File: src/rtl/uart_tx_arbiter.sv
// Round-robin arbiter that shares one UART transmitter between NUM_REQ byte
// producers. Captures one byte from the granted requester and pulses tx_start.
// It then waits for tx_done, or for the optional watchdog, before it serves the
// next request.
// Ports:
//   clk, reset        clock and synchronous active-high reset
//   req, req_data     per-requester valid and byte (slice i = req_data[i*DATA_W +: DATA_W])
//   grant             one-hot pulse, byte of requester i captured
//   tx_start, tx_din  launch pulse and byte to the serializer
//   tx_done           serializer completion pulse
//   busy              transfer in progress (LAUNCH or WAIT)
//   active_id         current/last granted requester
//   timeout_err       pulse when the watchdog aborts a transfer
module uart_tx_arbiter #(
  parameter int unsigned NUM_REQ = 4,
  parameter int unsigned DATA_W  = 8,
  parameter int unsigned TIMEOUT = 0
) (
  input  logic                       clk,
  input  logic                       reset,
  input  logic [NUM_REQ-1:0]         req,
  input  logic [NUM_REQ*DATA_W-1:0]  req_data,
  output logic [NUM_REQ-1:0]         grant,
  output logic                       tx_start,
  output logic [DATA_W-1:0]          tx_din,
  input  logic                       tx_done,
  output logic                       busy,
  output logic [$clog2(NUM_REQ)-1:0] active_id,
  output logic                       timeout_err
);

  localparam int unsigned ID_W = $clog2(NUM_REQ);
  localparam int unsigned WD_W = (TIMEOUT > 1) ? $clog2(TIMEOUT) : 1;
  localparam logic [ID_W-1:0] ID_LAST = ID_W'(NUM_REQ - 1);
  localparam logic [WD_W-1:0] WD_LAST = WD_W'(TIMEOUT - 1);

  typedef enum logic [1:0] {ST_IDLE, ST_LAUNCH, ST_WAIT} state_t;

  state_t              state_q, state_d;
  logic [ID_W-1:0]     rr_q, rr_d;
  logic [WD_W-1:0]     wd_q, wd_d;
  logic [NUM_REQ-1:0]  grant_d;
  logic                tx_start_d;
  logic [DATA_W-1:0]   tx_din_d;
  logic                busy_d;
  logic [ID_W-1:0]     active_d;
  logic                timeout_d;

  logic                found;
  logic [ID_W-1:0]     winner;
  logic [ID_W-1:0]     rr_next;

  // First active request scanning from rr_q upward with explicit wrap.
  always_comb begin
    int unsigned idx;
    idx    = 0;
    found  = 1'b0;
    winner = rr_q;
    for (int unsigned k = 0; k < NUM_REQ; k++) begin
      idx = 32'(rr_q) + k;
      if (idx >= NUM_REQ) idx = idx - NUM_REQ;
      if (!found && req[ID_W'(idx)]) begin
        found  = 1'b1;
        winner = ID_W'(idx);
      end
    end
  end

  // Last winner drops to lowest priority.
  assign rr_next = (active_id == ID_LAST) ? '0 : active_id + ID_W'(1);

  // Next-state and registered-output values.
  always_comb begin
    state_d    = state_q;
    rr_d       = rr_q;
    wd_d       = wd_q;
    grant_d    = '0;
    tx_start_d = 1'b0;
    tx_din_d   = tx_din;
    active_d   = active_id;
    timeout_d  = 1'b0;
    case (state_q)
      ST_IDLE: begin
        if (found) begin
          grant_d  = NUM_REQ'(1) << winner;
          tx_din_d = req_data[32'(winner)*DATA_W +: DATA_W];
          active_d = winner;
          state_d  = ST_LAUNCH;
        end
      end
      ST_LAUNCH: begin
        tx_start_d = 1'b1;
        wd_d       = '0;
        state_d    = ST_WAIT;
      end
      ST_WAIT: begin
        // Completion beats the watchdog when both land on the same cycle.
        if (tx_done) begin
          rr_d    = rr_next;
          state_d = ST_IDLE;
        end else if ((TIMEOUT != 0) && (wd_q == WD_LAST)) begin
          timeout_d = 1'b1;
          rr_d      = rr_next;
          state_d   = ST_IDLE;
        end else begin
          wd_d = wd_q + WD_W'(1);
        end
      end
      default: state_d = ST_IDLE;
    endcase
    busy_d = (state_d != ST_IDLE);
  end

  // State and output registers.
  always_ff @(posedge clk) begin
    if (reset) begin
      state_q     <= ST_IDLE;
      rr_q        <= '0;
      wd_q        <= '0;
      grant       <= '0;
      tx_start    <= 1'b0;
      tx_din      <= '0;
      busy        <= 1'b0;
      active_id   <= '0;
      timeout_err <= 1'b0;
    end else begin
      state_q     <= state_d;
      rr_q        <= rr_d;
      wd_q        <= wd_d;
      grant       <= grant_d;
      tx_start    <= tx_start_d;
      tx_din      <= tx_din_d;
      busy        <= busy_d;
      active_id   <= active_d;
      timeout_err <= timeout_d;
    end
  end

endmodule

File: config.mk
export PLATFORM = sky130hd
export DESIGN_NAME = uart_tx_arbiter
export DESIGN_NICKNAME = d
export VERILOG_FILES = /design/src/rtl/uart_tx_arbiter.sv
export SDC_FILE = /design/constraint.sdc
export NUM_CORES = 1
export LEC_CHECK = 0
export ABC_AREA = 1
export ABC_CLOCK_PERIOD_IN_PS = 2400
export CORE_MARGIN = 3
export CORE_UTILIZATION = 30
export DETAILED_ROUTE_END_ITERATION = 12
export GPL_TIMING_DRIVEN = 1
export PLACE_DENSITY = 0.66
export SYNTH_ARGS = -nofsm -noshare
export SYNTH_HDL_FRONTEND = slang
export SYNTH_SLANG_ARGS = --single-unit
File: constraint.sdc
create_clock -name clk -period 2.4 [get_ports clk]
set_clock_uncertainty 0.2 [all_clocks]
set_input_delay 0.36 -clock clk [delete_from_list [all_inputs] [get_ports clk]]
set_output_delay 0.36 -clock clk [all_outputs]
set_load 0.01 [all_outputs]
==> flow_metrics.tcl <==
set metrics [dict create \
    place_congestion 0.869 \
    clkSlewWorstSetupHoldPaths_ps 70 \
    final.fill_count 455 \
    p_clk_share_pct 19.8 \
    mostFrequentLayoutCell "nand2_1" \
    path_common_cell "nand2_4" \
    holdWs_ps 256 \
    die_h_microns 75.7 \
    routed_wl_microns 3660 \
    synth-seq-cells 20 \
    dr.pass1.iters 4 \
    insertion_delay_ps 260 \
    powerDensity_nw_per_um2 603 \
    synth_xor_area_share_pct 0 \
    setup_slack_ps 274 \
    pwr-share-comb_pct 46.8 \
    place_area_sq_um 2050 \
    cts_tree "done" \
    via_count 1500 \
    hold_class "flop to flop" \
    initial_core_util_pct 32.2 \
    syn_area_per_cell_sq_um 6.95 \
    synth_warnings 0 \
    ys_seq_area_share_pct 27.4 \
    clk_path_buf_depth 2 \
    status "finished clean" \
    final_nets 305 \
    grt_setup_unrepaired "no" \
    grtUsageTotal_pct 14.2 \
    setup_violations 0 \
    wl_per_cell_microns 11.1 \
    required_ps 2410 \
    ir_worst_vdd_mv 0.291 \
    power.share.sequential_pct 33.4 \
    layout-drive-gt1-share_pct 20.1 \
    htree_levels 1 \
    syn2layout_area_growth_pct 44.5 \
    crit_path_max_incr_delay_ps 530 \
    synthesis.nets 250 \
    antennaDiodeCount 0 \
    io_pins 56 \
    drc 0 \
    netlist_instances 210 \
    grt_pass1_wl_microns 6290 \
    syn_area_sq_um 1460 \
    synthSimpleGateAreaFrac_pct 59.3 \
    dieWidth_microns 75.7 \
    die_area_sq_um 5740 \
    fin_crit_ps 2130 \
    sw_frac_of_total_pct 36.5 \
    ant_nets 0 \
    synth.area.mux_share_pct 0 \
    rows 24 \
    ctsHoldBuffers 0 \
    cts_root_buffer "clkbuf_8" \
    dr.first_iter.drc_count 94 \
    grt_antenna_before_repair 0 \
    hold_violations 0 \
    crit_arrival_ps 2130 \
    cts_buffers 3 \
    grt_pass1_vias 1367 \
    portBuffers 54 \
    path_class "flop to flop" \
    mostFrequentLayoutCells "61 x nand2_1, 54 x clkdlybuf4s50_1, 49 x nand3_1, 25 x nand2_2, 20 x dfxtp_1" \
    synth_compound_area_share_pct 2.40 \
    netSwitchingPower_w 0.000464 \
    synth_top_family_by_area "simple AND/OR/NAND/NOR gates" \
    crit_path_max_fanout 20 \
    grt_max_degree 21 \
    grt_remaining_overflow 0 \
    hpwl_microns 2850 \
    p_int_w 0.000807 \
    clock.fmax_ghz 0.470 \
    end_kind "flop" \
    report.final.slew_viol_count 0 \
    post-place-ws_ps -85.4 \
    viasPerCell 4.56 \
    clock-sinks 20 \
    synth-adder-area-share_pct 0.858 \
    final_area_sq_um 2110 \
    core_area_sq_um 4530 \
    max-cap-violations 0 \
    total_leakage_power_nw 0.946 \
    ys_types 23 \
    fin_crit_sh_pct 88.6 \
    cpMaxStageDelayCell "dfxtp_1" \
    start_kind "flop" \
    path_cells "inv_4 > nand2_2 > nand2_4 > nand2_2 > nand2_4 > nor2_4 > nand4_4 > nand2_4 > nand2_1 > nand3_1 > nand3_1 > nand2_1" \
]
==> power groups by stage <==
stage / sequential, W / clock, W / combinational [W]
floorplan: 0.000446 / 0 / 0.000360
global placement: 0.000430 / 0 / 0.000591
detailed placement: 0.000431 / 0 / 0.000595
CTS: 0.000425 / 0.000256 / 0.000597
global route: 0.000431 / 0.000274 / 0.000665
finish: 0.000425 / 0.000252 / 0.000594
==> final cells by class <==
class	instances	area (sq um)	share of cell area, %
clock buffer	4	55.1	2.61
inverter	14	55.1	2.61
multi-input combinational	168	921	43.7
sequential	20	400	19.0
tap	65	81.3	3.86
timing repair buffer	58	596	28.2
==> logic make-up (layout without fill, tap and decap cells) <==
kind of cell	count (synthesis)	in the layout
DFF	20	20
AOI/OAI and AO/OA	7	7
other	1	1
buffers and inverters	22	76
adders and majority gates	1	1
and+or+nand+nor	159	159
==> timing repair <==
action / in CTS / in global routing
setup buffers: 0 / 0
endpoints found under the setup margin: 0 / 5
resized for setup: 0 / 1
==> critical path: cells and delay by family (launching register included) <==
kind / cells / cell delay [ps]
and+or+nand+nor: 11 / 1210
buffers and inverters: 1 / 110
DFF: 1 / 530
==> cells in the mapped netlist <==
library cell / count / area, sq um
nand2_1: 61 / 229
nand3_1: 49 / 245
nand2_2: 25 / 156
dfxtp_1: 20 / 400
inv_1: 10 / 37.5
nor2_1: 7 / 26.3
nand2_4: 6 / 67.6
a21oi_1: 4 / 20.0
buf_6: 4 / 45.0
inv_2: 3 / 11.3
nand3_2: 3 / 30.0
nor2_4: 3 / 33.8
o21ai_0: 3 / 15.0
buf_4: 2 / 15.0
nand4_4: 2 / 42.5
buf_12: 1 / 20.0
clkbuf_4: 1 / 7.51
conb_1: 1 / 3.75
ha_1: 1 / 12.5
inv_4: 1 / 6.26
nand3b_1: 1 / 7.51
nor2_2: 1 / 6.26
nor2_8: 1 / 20.0
==> stage by stage <==
stage,setup TNS (ps),instances,total power [W],util [%]
2_1_floorplan,0,210,0.000806,-
3_3_place_gp,-1.77,325,0.00102,45.2
3_5_place_dp,-306,325,0.00103,45.2
4_1_cts,0,329,0.00128,46.4
5_1_grt,0,329,0.00137,46.5
6_report,0,329,0.00127,46.5
==> state kept, by name, indices dropped and copies added (netlist names) <==
| register | cells |
|---|---|
| tx_din | 8 |
| grant | 4 |
| tx_start | 1 |
| state_q | 2 |
| busy | 1 |
| rr_q | 2 |
| active_id | 2 |
==> metal layers <==
metal / up-vias / global-route usage (%) / part of all wire (%)
li1: 783 / - / -
met4: 0 / 3.30 / 0.74
met2: 47 / 21.6 / 46
met1: 666 / 19.5 / 46
met5: - / 0 / 0
met3: 4 / 4.62 / 7.7
==> final timing paths <==
kind / from / slack, ps / depth (start not counted) / endpoint
max reg2reg: rr_q[1]$_SDFFE_PP0P_ / 270 / 12 / tx_din[2]$_SDFFE_PP0P_
min reg2reg: tx_din[7]$_SDFFE_PP0P_ / 260 / 2 / tx_din[7]$_SDFFE_PP0P_
min: tx_din[7]$_SDFFE_PP0P_ / 260 / 2 / tx_din[7]$_SDFFE_PP0P_
max: rr_q[1]$_SDFFE_PP0P_ / 270 / 12 / tx_din[2]$_SDFFE_PP0P_
(Power assumes the default switching activity.)
